===== src/rtl/ltpi_pkg.sv =====
// LTPI shared frame definitions.
// Used by the transmit frame generator and the receive-side checker.
package ltpi_pkg;

   localparam int FRAME_LEN     = 16;
   localparam int PAYLOAD_BYTES = FRAME_LEN - 3;

   localparam logic [7:0] COMMA_SYM    = 8'hBC;
   localparam logic [7:0] IDLE_SUBTYPE = 8'h00;
   localparam logic [7:0] CRC_POLY     = 8'h07;

   localparam logic [3:0] LAST_PAY_IDX = 4'(FRAME_LEN - 2);

   typedef enum logic [2:0] {
      IDLE,
      COMMA,
      SUBTYPE,
      PAYLOAD,
      CRC
   } ltpi_tx_state_e;

   typedef logic [8*PAYLOAD_BYTES-1:0] ltpi_payload_t;

   // One byte of CRC-8, MSB first, no reflection, no final XOR.
   function automatic logic [7:0] crc8_byte(
      input logic [7:0] crc,
      input logic [7:0] data
   );
      logic [7:0] c;
      c = crc ^ data;
      for (int i = 0; i < 8; i++) begin
         c = c[7] ? ((c << 1) ^ CRC_POLY) : (c << 1);
      end
      return c;
   endfunction

endpackage


===== src/rtl/ltpi_crc8.sv =====
// Byte-wide CRC-8 accumulator with synchronous clear and enable.
// Clear takes priority over enable.
module ltpi_crc8
   import ltpi_pkg::*;
(
   input  logic       clk,
   input  logic       reset,
   input  logic       clr,
   input  logic       en,
   input  logic [7:0] data,
   output logic [7:0] crc
);

   logic [7:0] crc_q;
   logic [7:0] crc_d;

   always_comb begin
      crc_d = crc_q;
      if (clr) begin
         crc_d = 8'h00;
      end else if (en) begin
         crc_d = crc8_byte(crc_q, data);
      end
   end

   always_ff @(posedge clk) begin
      if (reset) begin
         crc_q <= 8'h00;
      end else begin
         crc_q <= crc_d;
      end
   end

   assign crc = crc_q;

endmodule


===== src/rtl/ltpi_frame_tx.sv =====
// LTPI transmit frame generator: comma, subtype, 13 payload bytes, CRC-8.
// Symbols are registered one clock behind the state/index registers.
module ltpi_frame_tx
   import ltpi_pkg::*;
(
   input  logic          clk,
   input  logic          reset,
   input  logic          tx_en,
   input  logic          frm_valid,
   input  logic [7:0]    frm_subtype,
   input  logic [103:0]  frm_payload,
   output logic          frm_ready,
   output logic [7:0]    sym_data,
   output logic          sym_k,
   output logic          sym_sof,
   output logic [7:0]    frame_cnt,
   output logic          idle_frame
);

   ltpi_tx_state_e state_q, state_d;
   logic [3:0]     idx_q, idx_d;

   logic [7:0]     sub_q, sub_d;
   ltpi_payload_t  pay_q, pay_d;
   logic           cap_idle_q, cap_idle_d;
   logic           frm_ready_q, frm_ready_d;

   logic [7:0]     sym_data_q, sym_data_d;
   logic           sym_k_q, sym_k_d;
   logic           sym_sof_q, sym_sof_d;
   logic           idle_frame_q, idle_frame_d;
   logic [7:0]     frame_cnt_q, frame_cnt_d;

   logic           crc_clr;
   logic           crc_en;
   logic [7:0]     crc_val;
   logic           enter_comma;

   always_ff @(posedge clk) begin
      if (reset) begin
         state_q <= IDLE;
         idx_q   <= 4'd0;
      end else begin
         state_q <= state_d;
         idx_q   <= idx_d;
      end
   end

   always_comb begin
      state_d = state_q;
      idx_d   = idx_q + 4'd1;
      unique case (state_q)
         IDLE: begin
            idx_d = 4'd0;
            if (tx_en) state_d = COMMA;
         end
         COMMA:   state_d = SUBTYPE;
         SUBTYPE: state_d = PAYLOAD;
         PAYLOAD: begin
            if (idx_q == LAST_PAY_IDX) state_d = CRC;
         end
         CRC: begin
            idx_d   = 4'd0;
            state_d = tx_en ? COMMA : IDLE;
         end
         default: begin
            idx_d   = 4'd0;
            state_d = IDLE;
         end
      endcase
   end

   assign enter_comma = (state_d == COMMA);

   // Frame contents are frozen at comma entry; payload shifts out MSB first.
   always_comb begin
      sub_d       = sub_q;
      pay_d       = pay_q;
      cap_idle_d  = cap_idle_q;
      frm_ready_d = 1'b0;
      if (enter_comma) begin
         frm_ready_d = frm_valid;
         cap_idle_d  = !frm_valid;
         sub_d       = frm_valid ? frm_subtype : IDLE_SUBTYPE;
         pay_d       = frm_valid ? frm_payload : '0;
      end else if (state_q == PAYLOAD) begin
         pay_d = pay_q << 8;
      end
   end

   always_comb begin
      sym_data_d   = 8'h00;
      sym_k_d      = 1'b0;
      sym_sof_d    = 1'b0;
      idle_frame_d = 1'b0;
      frame_cnt_d  = frame_cnt_q;
      crc_clr      = 1'b0;
      crc_en       = 1'b0;
      unique case (state_q)
         COMMA: begin
            sym_data_d = COMMA_SYM;
            sym_k_d    = 1'b1;
            sym_sof_d  = 1'b1;
            crc_clr    = 1'b1;
         end
         SUBTYPE: begin
            sym_data_d = sub_q;
            crc_en     = 1'b1;
         end
         PAYLOAD: begin
            sym_data_d = pay_q[8*PAYLOAD_BYTES-1 -: 8];
            crc_en     = 1'b1;
         end
         CRC: begin
            sym_data_d  = crc_val;
            frame_cnt_d = frame_cnt_q + 8'd1;
         end
         default: begin
            sym_data_d = 8'h00;
         end
      endcase
      if (state_q != IDLE) idle_frame_d = cap_idle_q;
   end

   ltpi_crc8 u_crc (
      .clk   (clk),
      .reset (reset),
      .clr   (crc_clr),
      .en    (crc_en),
      .data  (sym_data_d),
      .crc   (crc_val)
   );

   always_ff @(posedge clk) begin
      if (reset) begin
         sub_q        <= 8'h00;
         pay_q        <= '0;
         cap_idle_q   <= 1'b0;
         frm_ready_q  <= 1'b0;
         sym_data_q   <= 8'h00;
         sym_k_q      <= 1'b0;
         sym_sof_q    <= 1'b0;
         idle_frame_q <= 1'b0;
         frame_cnt_q  <= 8'h00;
      end else begin
         sub_q        <= sub_d;
         pay_q        <= pay_d;
         cap_idle_q   <= cap_idle_d;
         frm_ready_q  <= frm_ready_d;
         sym_data_q   <= sym_data_d;
         sym_k_q      <= sym_k_d;
         sym_sof_q    <= sym_sof_d;
         idle_frame_q <= idle_frame_d;
         frame_cnt_q  <= frame_cnt_d;
      end
   end

   assign frm_ready  = frm_ready_q;
   assign sym_data   = sym_data_q;
   assign sym_k      = sym_k_q;
   assign sym_sof    = sym_sof_q;
   assign idle_frame = idle_frame_q;
   assign frame_cnt  = frame_cnt_q;

endmodule


===== config.mk =====
export PLATFORM = sky130hd
export DESIGN_NAME = ltpi_frame_tx
export DESIGN_NICKNAME = d
export VERILOG_FILES = /design/src/rtl/ltpi_pkg.sv /design/src/rtl/ltpi_crc8.sv /design/src/rtl/ltpi_frame_tx.sv
export SDC_FILE = /design/constraint.sdc
export NUM_CORES = 1
export LEC_CHECK = 0
export CORE_ASPECT_RATIO = 0.7
export CORE_UTILIZATION = 56
export DETAILED_ROUTE_END_ITERATION = 7
export GPL_TIMING_DRIVEN = 0
export PLACE_DENSITY = 0.85
export SKIP_LAST_GASP = 1
export SYNTH_ARGS = -nofsm -noshare
export SYNTH_HDL_FRONTEND = slang
export SYNTH_HIERARCHICAL = 1
export SYNTH_SLANG_ARGS = --single-unit

===== constraint.sdc =====
create_clock -name clk -period 5.54 [get_ports clk]
set_input_delay 0.554 -clock clk [delete_from_list [all_inputs] [get_ports clk]]
set_output_delay 0.554 -clock clk [all_outputs]
set_load 0.03 [all_outputs]

## Yosys cells after proc, flatten, opt, wreduce, memory -nomap -nowiden

Cells that the tools add are included.

| storage, ports and cells | value |
|---|---|
| register bits | 147 |
| output and inout bits | 20 |
| word-level logic and storage cells | 60 |

| cells by class | value |
|---|---|
| add/sub/neg operators | 2 |
| equal/unequal tests | 6 |
| muxes and demuxes | 19 |
| bitwise operators | 12 |
| reduce and logical (&&, ||, !) cells | 10 |

Operator list:

| operator | number |
|---|---|
| $mux 104 | 3 |
| $pmux 8 s4 | 1 |
| $mux 3 | 10 |
| $not 3->3 | 8 |
| $pmux 3 s5 | 1 |
| $reduce_or 2->1 | 5 |
| $add 8x1->8 const B | 1 |
| $mux 8 | 1 |
| $xor 8x8->8 | 1 |
| $eq 3x1->1 const B | 2 |
| $eq 3x2->1 const B | 2 |
| $add 4x1->4 const B | 1 |
| $eq 4x4->1 const B | 1 |
| $eq 3x3->1 const B | 1 |
| $logic_not 3->1 | 1 |
| $mux 1 | 3 |
| $not 1->1 | 3 |
| $reduce_bool 3->1 | 1 |
| $reduce_or 3->1 | 1 |
| $reduce_bool 2->1 | 1 |
| $logic_not 1->1 | 1 |

## Longest topological paths before layout

| depth | value |
|---|---|
| word-level depth | 19 |
| depth in mapped cells | 11 |

## By module

The synthesis kept the hierarchy.

By module, submodules not included:

| module | times used | cells each | area an instance (um2) | seq. area each (um2) |
|---|---|---|---|---|
| ltpi_frame_tx | 1 | 673 | 6059.6 | 2782.7 |
| ltpi_crc8 | 1 | 56 | 616.8 | 160.2 |

## Worst setup path before layout

Ideal clock, no wire load.

| timing path | value |
|---|---|
| kind | register to register |
| start | reg state_q[1] |
| end | reg u_crc.crc_q[2], in the netlist u_crc/crc[2] |
| data arrival time | 2.316 ns |
| required time | 5.470 ns |
| path slack | 3.154 ns |
| stages on the path, launching flop included | 10 |
| path buffers | 1 |
| period minus slack after synthesis | 2.386 ns |
| path through | dfxtp_1 -> clkbuf_1 -> nor2b_1 -> a22oi_1 -> or2_1 -> nand2_1 -> xnor2_4 -> xnor3_1 -> or3_1 -> a21oi_1 |

| on the way | value |
|---|---|
| elaborated cells on any way between the ends | 19 |
| classes of those cells | eq/ne (4); mux (8); bitwise (5); reduce/logical (2) |

RTL lines:

| what | RTL line | source |
|---|---|---|
| start: declaration | ltpi_frame_tx.sv:20 | `ltpi_tx_state_e state_q, state_d;` |
| start signal: assignment | ltpi_frame_tx.sv:44 | `state_q <= state_d;` |
| $eq 3x3->1, or another cell as far along | ltpi_frame_tx.sv:99 | `unique case (state_q)` |
| $pmux 8 s4 (*) | ltpi_frame_tx.sv:99 |  |
| net sym_data_d[6] | ltpi_frame_tx.sv:28 | `logic [7:0] sym_data_q, sym_data_d;` |
| $xor 8x8->8 (*) | ltpi_pkg.sv:30 | `c = crc ^ data;` |
| $mux 3 (*) (2 in series) | ltpi_pkg.sv:32 | `c = c[7] ? ((c << 1) ^ CRC_POLY) : (c << 1);` |
| end signal: assignment | ltpi_crc8.sv:30 | `crc_q <= crc_d;` |
| end: declaration | ltpi_crc8.sv:14 | `logic [7:0] crc_q;` |

Mark *: on every way through the listed nets, which the timed path passes. The rest lies on a longest branch.
A chain may end at the register's enable or synchronous reset.

## Final worst setup path

Same ends and word-level chain as after synthesis.

==> results.txt <==
RSZ-0062 raised after global routing - false
Final Hold Viols - 0
Comb power frac - 18.7%
hold slack - 0.4822 ns
antenna violations before repair - 0
Die Height - 93.36 microns
P per Cell Area - 340.6 nW/um^2
# clock sinks - 147
synthesized area per cell - 9.158 sq um
Yosys top cell by area - dfxtp_1
sum of routed wire segments on met1 - 8995 microns
setup violators final - 0
Crit Path Class - reg -> reg
Yosys warning total - 6
DRT antenna net count - 0
CP Data Required Time - 5.88 ns
starting density of the core - 59.13%
Final Max Tran Viols - 0
Placeable Area - 11290 sq um
DRC - 0
FMAX - 340.7 MHz
synthesis-to-finish area growth - 32.89%
Via density - 6.142
global-route wire length before repair - 31280 microns
die area - 12370 sq um
GRT Util Overall - 32.87%
total power - 3022 uW
Max Clock Skew - 0.006784 ns
Worst Setup End Kind - flop
Seq pwr share - 39.2%
commonest non-fill, non-tap cell in the layout - dfxtp_1
dpl ws - 2.721 ns
Worst-Skew Late Latency - 0.42 ns
DRT Pass-1 Iters - 5
routability cong. - 0.8771
layout cells sized above 1 - 7.924%
status - finished clean
Worst slew margin - 23.74%
Primary FF master, synth - dfxtp_1
Max-Cap Viols - 0
CTS Hold Bufs - 0
Synth Register Bits - 147
Inserted Clock Buffers - 17
Met2 Wirelength - 9036 microns
metal3 WL - 1764 microns
row count - 32
Worst EP arrival - 3.28 ns
largest net degree at the start of global routing - 17
ANT cells - 0
internal power - 2198 uW
clk slew on worst S/H paths - 0.06 ns
Clk pwr share - 42.2%
worst hold path type - reg -> reg
cell count after synthesis - 729
synth top area cells - dfxtp_1, a21oi_1, o2bb2ai_1
total number of vias - 6443
Sw Share - 27.26%
Fin Setup TNS - 0 ns
DR iter-0 viols - 629
top layer in use - met5
Seq/Total Area, Yosys - 44.08%
Post-CTS Setup Inserts - 0
# port buffers - 135
routed wire length - 20230 microns
Post-synth EDFFs - 0
share of the synthesized area in the top cell type - 44.08%
width of the die - 132.5 microns
peak supply drop - 265.7 uV
H-tree levels - 4
Slew @ Worst Pin - 1.135 ns
FFs w/ async S/R, synth - 0%
Tcrit/Tclk final - 52.98%
vias in the first global route - 6086
CP Max Fanout - 10
total grt overflow - 0
Non-Filler Instances - 1049
syn nets - 848
dpl hpwl - 14190 microns
CTS root buf - clkbuf_16
minimum clock period - 2.935 ns
Synth cell types - 42
Resize count post-CTS - 0
most frequent cells in the layout - dfxtp_1, clkdlybuf4s50_1, a21oi_1, nand2_1, o2bb2ai_1
Startpoint Class - flop
CTS tree - built
post-route setup slack - 2.605 ns
nets@finish - 1002
mapped cell area - 6676 sq um
NetSw - 824.0 uW
WL per Instance - 19.29 microns
Longest Clk Path Bufs - 2
# IOs - 136
Leakage - 0.003369 uW
Placed Cells - 1017
==> routing by layer <==
metal,track usage (%),up-vias
li1,-,2926
met1,46.13,3109
met2,51.71,363
met3,4.282,43
met4,12.36,2
met5,0,-
==> sequential cells by signal, indices dropped and copies added (netlist names) <==
signal,flops
sym_data,8
state_q,3
sym_sof,1
u_crc/crc,8
pay_q,104
idx_q,4
cap_idle_q,1
frm_ready,1
frame_cnt,8
idle_frame,1
sub_q,8
==> critical path: stages, from the launching register on <==
cell	delay (ns)
dfxtp_1	0.47
clkbuf_1	0.47
nor2b_1	0.18
a22oi_1	0.17
or2_1	0.17
nand2_1	0.17
xnor2_4	0.30
xnor3_1	0.45
or3_1	0.32
a21oi_1	0.17
==> power by group through the flow <==
stage	registers (uW)	clock network, uW	logic (uW)
floorplan	1190	0	345
global placement	1200	0	527
detailed placement	1200	0	542
CTS	1180	1270	553
global route	1190	1320	601
finish	1180	1270	564
==> logic make-up (layout without fill, tap and decap cells) <==
group	after synthesis	in the layout	share of synthesized area, %
compound gates	243	243	25.49
simple gates	178	178	12.09
flops	147	147	44.08
buf+inv	92	259	6.465
mux	37	37	5.547
xor+xnor	29	29	5.772
fa+ha+maj	3	3	0.5623
==> final timing paths <==
kind               from           end  slack, ns  cells past startpoint
max          state_q[1]  u_crc/crc[2]       2.60                      9
min            pay_q[5]      pay_q[5]       0.48                      1
max reg2reg  state_q[1]  u_crc/crc[2]       2.60                      9
min reg2reg    pay_q[5]      pay_q[5]       0.48                      1
==> through the flow <==
stage / utilization [%] / instance area (sq um)
floorplan: - / 6676
global placement: 72.79 / 8219
detailed placement: 72.79 / 8219
CTS: 78.58 / 8872
global route: 78.58 / 8872
finish: 78.58 / 8872
==> area by class of cell <==
cell class,instances,area (sq um)
Sequential cell,147,2943
Fill cell,731,2419
Inverter,26,97.59
Clock buffer,21,480.5
Timing Repair Buffer,135,1351
Clock inverter,11,172.7
Tap cell,153,191.4
Multi-Input combinational cell,490,3302
Buffer,66,334.1
==> synthesized netlist by cell type (2+ instances only) <==
master and count:
or3_1 5, a211oi_1 3, mux2i_1 37, nor2b_1 10, o2bb2ai_1 50, xnor3_1 6, clkbuf_1 30, nand2_1 85
a311oi_1 22, a21oi_1 107, xor2_1 4, nand3_1 2, or2_1 5, nor3_1 6, ha_1 3, nor2_1 47
a22o_1 16, a22oi_1 8, xnor2_1 15, o21ai_0 6, buf_1 4, nor3b_4 2, xnor2_2 2, buf_2 21
a311o_1 24, nand4_1 3, nor3b_1 2, buf_6 5, buf_4 6, o21ai_1 5, dfxtp_1 147, inv_1 26
nand2b_1 6
(Power assumes the default switching activity.)
